### src/rtl/branch_control.sv
// branch_control: turns the registered Z/N flags into a conditional-branch
// decision for the PC. A request (opcode + target) is latched in IDLE, any
// in-flight flags write is waited out, the condition is evaluated once, and
// branch_ack / pc_load are pulsed for a single cycle.
//
// Optional feature: define BRANCH_COUNT_EN to build a wrapping counter of
// taken branches, exposed on the branch_count port. Without the macro the
// port and counter are absent and behaviour is otherwise identical.
module branch_control #(
   parameter int unsigned ADDR_WIDTH  = 11,
   parameter int unsigned COUNT_WIDTH = 16
) (
   input  logic                   clock,
   input  logic                   branch_reset,
   input  logic                   branch_req,
   input  logic [2:0]             branch_op,
   input  logic [ADDR_WIDTH-1:0]  branch_target,
   input  logic                   flag_Z,
   input  logic                   flag_N,
   input  logic                   flags_wr,
   output logic                   branch_busy,
   output logic                   branch_ack,
   output logic                   pc_load,
   output logic                   branch_taken,
   output logic [ADDR_WIDTH-1:0]  pc_target
`ifdef BRANCH_COUNT_EN
   ,
   output logic [COUNT_WIDTH-1:0] branch_count
`endif
);

   // Elaboration-time sanity check on the configuration.
   if (ADDR_WIDTH < 1 || COUNT_WIDTH < 1) begin : g_bad_param
      $error("branch_control: ADDR_WIDTH and COUNT_WIDTH must be at least 1");
   end

   // Condition codes carried by branch_op.
   typedef enum logic [2:0] {
      OpJmp = 3'b000,
      OpBeq = 3'b001,
      OpBne = 3'b010,
      OpBgt = 3'b011,
      OpBge = 3'b100,
      OpBlt = 3'b101,
      OpBle = 3'b110,
      OpNop = 3'b111
   } branch_op_t;

   typedef enum logic [1:0] {
      StIdle,
      StWait,
      StEval,
      StDone
   } state_t;

   state_t     state_q;
   branch_op_t op_q;
   logic       cond;

   // Branch condition from the latched opcode and the live flags; only
   // consumed in EVAL, so flag movement while waiting is naturally tracked.
   always_comb begin
      cond = 1'b0;
      unique case (op_q)
         OpJmp:   cond = 1'b1;
         OpBeq:   cond = flag_Z;
         OpBne:   cond = ~flag_Z;
         OpBgt:   cond = ~flag_Z & ~flag_N;
         OpBge:   cond = ~flag_N;
         OpBlt:   cond = flag_N;
         OpBle:   cond = flag_N | flag_Z;
         OpNop:   cond = 1'b0;
         default: cond = 1'b0;
      endcase
   end

   // Control FSM with all outputs registered alongside the state.
   always_ff @(posedge clock or posedge branch_reset) begin
      if (branch_reset) begin
         state_q      <= StIdle;
         op_q         <= OpJmp;
         pc_target    <= '0;
         branch_busy  <= 1'b0;
         branch_ack   <= 1'b0;
         pc_load      <= 1'b0;
         branch_taken <= 1'b0;
`ifdef BRANCH_COUNT_EN
         branch_count <= '0;
`endif
      end else begin
         // ack/pc_load are single-cycle pulses; only EVAL raises them.
         branch_ack <= 1'b0;
         pc_load    <= 1'b0;
         unique case (state_q)
            StIdle: begin
               if (branch_req) begin
                  op_q        <= branch_op_t'(branch_op);
                  pc_target   <= branch_target;
                  branch_busy <= 1'b1;
                  // A flags write on the request edge has not landed yet.
                  state_q     <= flags_wr ? StWait : StEval;
               end
            end
            StWait: begin
               if (!flags_wr) begin
                  state_q <= StEval;
               end
            end
            StEval: begin
               branch_taken <= cond;
               branch_ack   <= 1'b1;
               pc_load      <= cond;
               state_q      <= StDone;
`ifdef BRANCH_COUNT_EN
               if (cond) begin
                  branch_count <= branch_count + 1'b1;
               end
`endif
            end
            StDone: begin
               // Requests are ignored here; a held request is taken in IDLE.
               branch_busy <= 1'b0;
               state_q     <= StIdle;
            end
            default: begin
               branch_busy <= 1'b0;
               state_q     <= StIdle;
            end
         endcase
      end
   end

endmodule

### config.mk
export PLATFORM = sky130hd
export DESIGN_NAME = branch_control
export DESIGN_NICKNAME = d
export VERILOG_FILES = /design/src/rtl/branch_control.sv
export SDC_FILE = /design/constraint.sdc
export NUM_CORES = 1
export LEC_CHECK = 0
export CAP_MARGIN = 20
export CORE_MARGIN = 2
export CORE_UTILIZATION = 40
export CTS_BUF_LIST = sky130_fd_sc_hd__clkbuf_2 sky130_fd_sc_hd__clkbuf_4 sky130_fd_sc_hd__clkbuf_8
export DETAILED_ROUTE_END_ITERATION = 16
export PLACE_DENSITY = 0.77
export SYNTH_ARGS = -nofsm -noshare
export SYNTH_HDL_FRONTEND = slang
export SYNTH_SLANG_ARGS = --single-unit
### constraint.sdc
create_clock -name clock -period 1.35 [get_ports clock]
set_input_delay 0.27 -clock clock [delete_from_list [all_inputs] [get_ports clock]]
set_output_delay 0.27 -clock clock [all_outputs]
set_load 0.1 [all_outputs]
Word level (Yosys, flattened, before mapping)

Index checks and enable logic that the tools add are counted.

Register bits: 20
Word-level logic and storage cells: 38
Input port bits: 20

Bitwise operators: 4
Multiplexer cells: 9
Eq/ne operators: 12
Reduce and logical (&&, ||, !) cells: 6

Operators by type and width:

| kind                                                                  | count |
|---|---|
| 3-bit equality test, second input constant                            | 4 |
| 1-bit case mux with 8 select lines                                    | 1 |
| 2-bit case mux with 4 select lines                                    | 1 |
| 3-bit by 2-bit equality test with 1-bit output, second input constant | 2 |
| 2-bit 2-to-1 mux                                                      | 3 |
| 2-bit AND reduction                                                   | 3 |
| 2-bit equality test, second input constant                            | 2 |
| 2-bit != test, second input constant                                  | 2 |
| 3-bit by 1-bit equality test with 1-bit output, second input constant | 1 |
| 3-bit logical NOT                                                     | 1 |
| 1-bit 2-to-1 mux                                                      | 3 |
| 2-bit by 1-bit equality test with 1-bit output, second input constant | 1 |
| 2-bit logical NOT                                                     | 1 |
| 1-bit inverter                                                        | 2 |
| 1-bit case mux with 2 select lines                                    | 1 |
| 2-bit nonzero test                                                    | 1 |
| 1-bit AND                                                             | 1 |
| 1-bit OR                                                              | 1 |

Depth between registers and ports, before layout

Gate-level depths: netlist of the first run.

Depth after elaboration: 4
Gate-level depth with buffers: 7

Worst setup path before layout of the first run

No wires, ideal clock.

Path kind: register -> register
Start: register state_q[0]
End: register pc_target[0]
Stages on the path, launching flop included: 6
Slack: -0.014 ns
Buffers on the path: 1
Library setup time: 0.126 ns
Arrival: 1.239 ns
Cell sequence: dfrtp_1 > inv_1 > ha_1 > nand2_4 > buf_6 > mux2_2

Cells in the longest elaborated chain, start to end: 2

Ends and longest elaborated chain:

| element                       | RTL line | source |
|---|---|---|
| start: declaration            | 56       | `state_t state_q;` |
| start signal: assignment      | 80       | `state_q <= StIdle;` |
| start signal: assignment      | 101      | `state_q <= flags_wr ? StWait : StEval;` |
| start signal: assignment      | 106      | `state_q <= StEval;` |
| 2-bit logical NOT             | 94       | `unique case (state_q)` |
| 2-bit AND reduction (no line) | --       |  |
| end signal: assignment        | 98       | `pc_target <= branch_target;` |
| end: declaration              | 25       | `output logic [ADDR_WIDTH-1:0] pc_target` |

No other way between the ends.
A chain may end at the register's enable or synchronous reset.

Worst setup path in the final report of the first run

Start: register state_q[0]
End: register pc_target[7]

The elaborated chain is that of the path after synthesis.

==> impl_metrics.py, run 1 <==
metrics = {
    "synthesis": {
        "synth-seq-cells": 20,
        "synth_cells": 70,
        "synth_fp_nets": 94,
        "synth_seq_area_share_pct": 55.9,
        "synth.avg_cell_area_sq_um": 12.8,
        "yosys.cell_types.count": 20,
        "ys_warn_count": 0,
        "syn-cell-area_sq_um": 895,
    },
    "detailed_routing": {
        "wl_mm": 1.98,
        "via_per_inst": 4.88,
        "vias": 702,
        "dr.pass1.iters": 4,
        "drtIter0Drc": 6,
        "drc": 0,
        "route.antenna.remaining_nets": 0,
        "routedWlPerCell_um": 13.8,
    },
    "worst_setup_path": {
        "arrival_ps": 1520,
        "ff2ff_path_depth": 5,
        "crit_type": "flip-flop to flip-flop",
        "startpoint_type": "flip-flop",
        "crit_fanout": 8,
        "endpoint_kind": "flip-flop",
        "reg2reg_to": "pc_target[7]",
        "crit_start": "state_q[0]",
        "r2r_slack_ps": 20,
        "endpoint": "pc_target[7]",
        "cp_data_required_time_ps": 1540,
        "r2r_start": "state_q[0]",
    },
    "cts": {
        "path_clk_slew_ps": 120,
        "clockBufferDepth": 2,
        "numCtsBuffers": 3,
        "cts-hold-fix-buffers": 0,
        "cts_root_buf": "clkbuf_4",
        "insertion_delay_ps": 300,
        "numClockSinks": 20,
        "cts_tree": "done",
        "htreeDepth": 1,
    },
    "sta": {
        "fin_tns_setup_ps": 0,
        "rsz0062_at_grt": "yes",
        "clock-skew-final_ps": 11.1,
        "holdWs_ps": 183,
        "hold_viol": 0,
        "setup_violations": 0,
        "setup_ws_ps": 16.3,
        "maxSlewViolCount": 0,
        "max-slew-margin-rel_pct": 73.7,
        "fin_crit_ps": 1330,
        "timing.final.crit_share_pct": 98.8,
        "timing.fmax_mhz": 750,
        "worst_slew_pin_slew_ps": 391,
    },
    "place": {
        "dpl.hpwl_mm": 1.48,
        "placement.io_buffers": 34,
        "preCtsSetupSlack_ps": -152,
        "place.gp.congestion": 0.796,
        "placed_cell_area_sq_um": 1450,
    },
    "final_layout": {
        "antennaDiodeCount": 0,
        "area_growth_pct": 75.8,
        "stdcell_area_sq_um": 1570,
        "drive_gt1_share_pct": 42.2,
        "fin_nets": 141,
    },
    "run_status": {
        "status": "finished, final reports clean",
    },
    "die": {
        "dieArea_sq_um": 2630,
        "rows": 17,
        "fp.dieH_um": 51.3,
        "die_w_um": 51.3,
        "num_io_pins": 35,
        "start_util_pct": 41.2,
        "coreArea_sq_um": 2170,
    },
    "global_route": {
        "grt_overflow_total": 0,
        "grt_pass1_wl_mm": 3.12,
        "grt_max_degree": 18,
        "antenna_found_initial": 0,
        "grt_pass1_vias": 733,
        "grt_usage_pct": 15.8,
    },
    "worst_hold_path": {
        "hold_path_class": "input port to asynchronous set/reset pin",
    },
    "job": {
        "drv_cap": 0,
    },
}
timing repair:
action | CTS | global route
cloned | 0 | 1
buffers inserted | 0 | 4
pin swaps | 0 | 3
gates resized for setup | 2 | 5
setup endpoints to repair | 16 | 19
worst min path at each step:
stage / from / to / cells after the start
detailed placement: branch_reset / pc_target[6] / 2
finish: branch_reset / pc_target[6] / 2
floorplan: branch_reset / branch_ack / 1
global placement: branch_reset / pc_target[7] / 2
CTS: branch_reset / pc_target[5] / 2
global route: branch_reset / pc_target[6] / 2
placed cells by master, fill, tap and decap left out, types with 2 or more instances in the layout:
cell / count
buf_12: 17
o21ai_1: 2
clkbuf_4: 3
inv_1: 2
nor2_1: 5
ha_1: 3
inv_2: 2
a21oi_1: 2
dfrtp_1: 20
buf_4: 6
clkdlybuf4s50_1: 19
nand2b_1: 2
nand2_1: 5
mux2_2: 14
metrics by stage:
step	instances	utilization, %
5_1_grt	144	72.5
4_1_cts	139	69.6
3_5_place_dp	135	67.0
2_1_floorplan	70	-
3_3_place_gp	135	67.0
6_report	144	72.5
Yosys cell counts, drive strengths merged:
cell type / count / share of area, %
dfrtp: 20 / 56
mux2: 14 / 18
nand2: 6 / 3.4
nor2: 5 / 2.1
ha: 4 / 5.6
inv: 4 / 1.7
a21oi: 3 / 1.7
o21ai: 3 / 1.7
nand2b: 2 / 1.4
a211oi: 1 / 0.84
buf: 1 / 1.3
mux2i: 1 / 1.1
nand3: 1 / 0.56
nor4: 1 / 0.70
nor4b: 1 / 0.98
o31ai: 1 / 0.84
o41ai: 1 / 1.8
or2b: 1 / 0.84
sequential cells by signal, summed over array words and instances (netlist names):
register,flops
pc_load,1
branch_taken,1
branch_busy,1
branch_ack,1
op_q,3
pc_target,11
state_q,2
layer usage:
layer  vias to the layer above  wire length [um]  GRT usage [%]
met5                         -                 0              0
met4                         0                36           6.58
met3                         4               168           4.68
met2                        31              1020           27.5
met1                       332               757           18.1
li1                        335                 -              -
area by class of cell:
| cell class | instances | area, sq um |
|---|---|---|
| Timing Repair Buffer | 42 | 576 |
| Clock buffer | 4 | 36.3 |
| Fill cell | 149 | 597 |
| Sequential cell | 20 | 500 |
| Tap cell | 28 | 35.0 |
| Multi-Input combinational cell | 46 | 410 |
| Inverter | 4 | 15.0 |
logic make-up after synthesis:
group                      share of synthesized area, %
buffers and inverters                              2.94
DFF                                                55.9
and+or+nand+nor                                    9.93
AOI/OAI and AO/OA                                  6.85
adders and majority gates                          5.59
muxes                                              18.7
critical path: stages (launching register included):
cell,delay [ps]
dfrtp_1,390
inv_2,60
ha_4,170
buf_12,130
nand2_4,120
mux2_2,350
Power of run 1 is not shown: default switching activity piles up to over one toggle a cycle in this logic, so the estimate is an artifact.
==> run 2, diff against run 1 <==
- CTS_CLUSTER_DIAMETER: not set -> 80
- MAX_ROUTING_LAYER: not set -> met4
- SETUP_SLACK_MARGIN: not set -> 0.02
==> run 2 against run 1 <==
Critical path depth unchanged. Highest routed layer unchanged. Final area up 0.16%. Critical endpoint unchanged. First-iteration DRC count down 17%. Register-to-register slack worse by 20 ps. Utilization up 0.12 points. Cell count unchanged. Non-clock buffer count unchanged. Via count up 0.43%. Wire length about the same. Largest cell class unchanged. The flow now finishes with violations (setup timing). Count of clock-buffer cells in the layout unchanged. Fmax down 1.6%.
==> impl_metrics.py, run 2 (synthesized netlist as in run 1, its figures left out) <==
metrics = {
    "sta": {
        "setup_violations": 3,
        "maxSlewViolCount": 0,
        "rsz0062_at_grt": "yes",
        "worst_slew_pin_slew_ps": 391,
        "max-slew-margin-rel_pct": 73.7,
        "timing.final.crit_share_pct": 100,
        "clock-skew-final_ps": 8.78,
        "fin_crit_ps": 1360,
        "hold_viol": 0,
        "timing.fmax_mhz": 738,
        "setup_ws_ps": -5.48,
    },
    "die": {
        "start_util_pct": 41.2,
        "num_io_pins": 35,
        "dieArea_sq_um": 2630,
        "rows": 17,
        "coreArea_sq_um": 2170,
        "die_w_um": 51.3,
        "fp.dieH_um": 51.3,
    },
    "final_layout": {
        "top_regs": "pc_target x11, op_q x3, state_q x2",
        "nFillCells": 149,
        "antennaDiodeCount": 0,
        "top_register": "pc_target",
        "final_cell_mix": "dfrtp_1 (20), clkdlybuf4s50_1 (19), buf_12 (17)",
        "largest_reg_flops": 11,
        "final_common_cell": "dfrtp_1",
        "layout.cells.non_filler": 144,
        "stdcell_area_sq_um": 1580,
        "final_util_pct": 72.6,
        "area_growth_pct": 76.1,
        "multiInputGateArea_sq_um": 413,
        "fin_nets": 141,
        "regArea_sq_um": 500,
        "drive_gt1_share_pct": 43.1,
    },
    "detailed_routing": {
        "drc": 0,
        "drtIter0Drc": 5,
        "vias": 705,
        "via_per_inst": 4.90,
        "dr.pass1.iters": 3,
        "route.antenna.remaining_nets": 0,
        "routedWlPerCell_um": 13.8,
        "wl_mm": 1.98,
    },
    "cts": {
        "cts-hold-fix-buffers": 0,
        "numCtsBuffers": 3,
        "cts_root_buf": "clkbuf_4",
        "insertion_delay_ps": 300,
        "clockBufferDepth": 2,
        "path_clk_slew_ps": 120,
        "htreeDepth": 1,
        "numClockSinks": 20,
        "cts_tree": "done",
    },
    "global_route": {
        "antenna_found_initial": 0,
        "grt_overflow_total": 0,
        "grt_pass1_vias": 733,
        "grt_usage_pct": 16.2,
        "grt_max_degree": 18,
        "grt_pass1_wl_mm": 3.11,
    },
    "worst_setup_path": {
        "endpoint_kind": "flip-flop",
        "crit_chain": "inv_2 > ha_4 > buf_12 > nand2_4 > mux2_2",
        "cp_slowest_cell": "dfrtp_1",
        "r2r_start": "state_q[0]",
        "cp_data_required_time_ps": 1540,
        "crit_fanout": 8,
        "crit_type": "flip-flop to flip-flop",
        "crit_start": "state_q[0]",
        "critical_path.max_stage_delay_ps": 400,
        "arrival_ps": 1540,
        "startpoint_type": "flip-flop",
    },
    "place": {
        "dpl.hpwl_mm": 1.48,
        "placedCellCount": 135,
        "placed_cell_area_sq_um": 1450,
        "placement.io_buffers": 34,
        "place.gp.congestion": 0.807,
    },
    "worst_hold_path": {
        "hold_path_class": "input port to asynchronous set/reset pin",
    },
    "job": {
        "drv_cap": 0,
    },
    "run_status": {
        "violations": "setup timing",
        "status": "finished with violations",
    },
}
-- run 2: cell counts in the layout (fill, tap and decap cells not counted) --
Identical to the previous run, type by type.
-- run 2: through the flow --
step                      hold slack [ps]  setup slack, ps  setup TNS, ps
after floorplan                       234             22.9              0
after global placement                503             -115          -1150
after detailed placement              505             -152          -1480
after CTS                             178             36.9              0
after global routing                  205            -26.6           -128
final                                 182            -5.48          -9.93
-- run 2: layout make-up --
class	count	share of cell area [%]
clock buffers	4	2.30
inverters	4	0.953
multi-input cells	46	26.2
flip-flops and latches	20	31.8
well taps	28	2.22
repair buffers	42	36.5
-- run 2: timing repair --
action / 4_1_cts / 5_1_grt
setup endpoints to repair: 16 / 12
gates resized for setup: 3 / 5
pin swaps: 0 / 3
gates cloned: 0 / 1
setup buffers: 0 / 4
-- run 2: path summary, 6_finish.rpt --
path | to | cells after the start | slack, ps
worst max register to register | pc_target[7] | 5 | -5
worst max-delay path | pc_target[7] | 5 | -5
max in group asynchronous | pc_target[3] | 3 | 820
worst min register to register | branch_busy | 2 | 550
worst min-delay path | pc_target[6] | 2 | 180
min in group clock | branch_busy | 2 | 550
-- run 2: critical path: cells and delay by family, from the launching register on --
kind | cells | cell delay (ps)
fa+ha+maj | 1 | 170
simple gates | 1 | 120
buf+inv | 2 | 200
mux | 1 | 350
flops | 1 | 400
-- run 2: metal layers --
| metal | wire (um) | global-route usage [%] | up-vias |
|---|---|---|---|
| li1 | - | - | 338 |
| met2 | 1010 | 27.5 | 28 |
| met3 | 121 | 3.22 | 4 |
| met5 | 0 | - | - |
| met1 | 811 | 18.8 | 335 |
| met4 | 36 | 6.58 | 0 |
Power of run 2 is left out for the same reason.
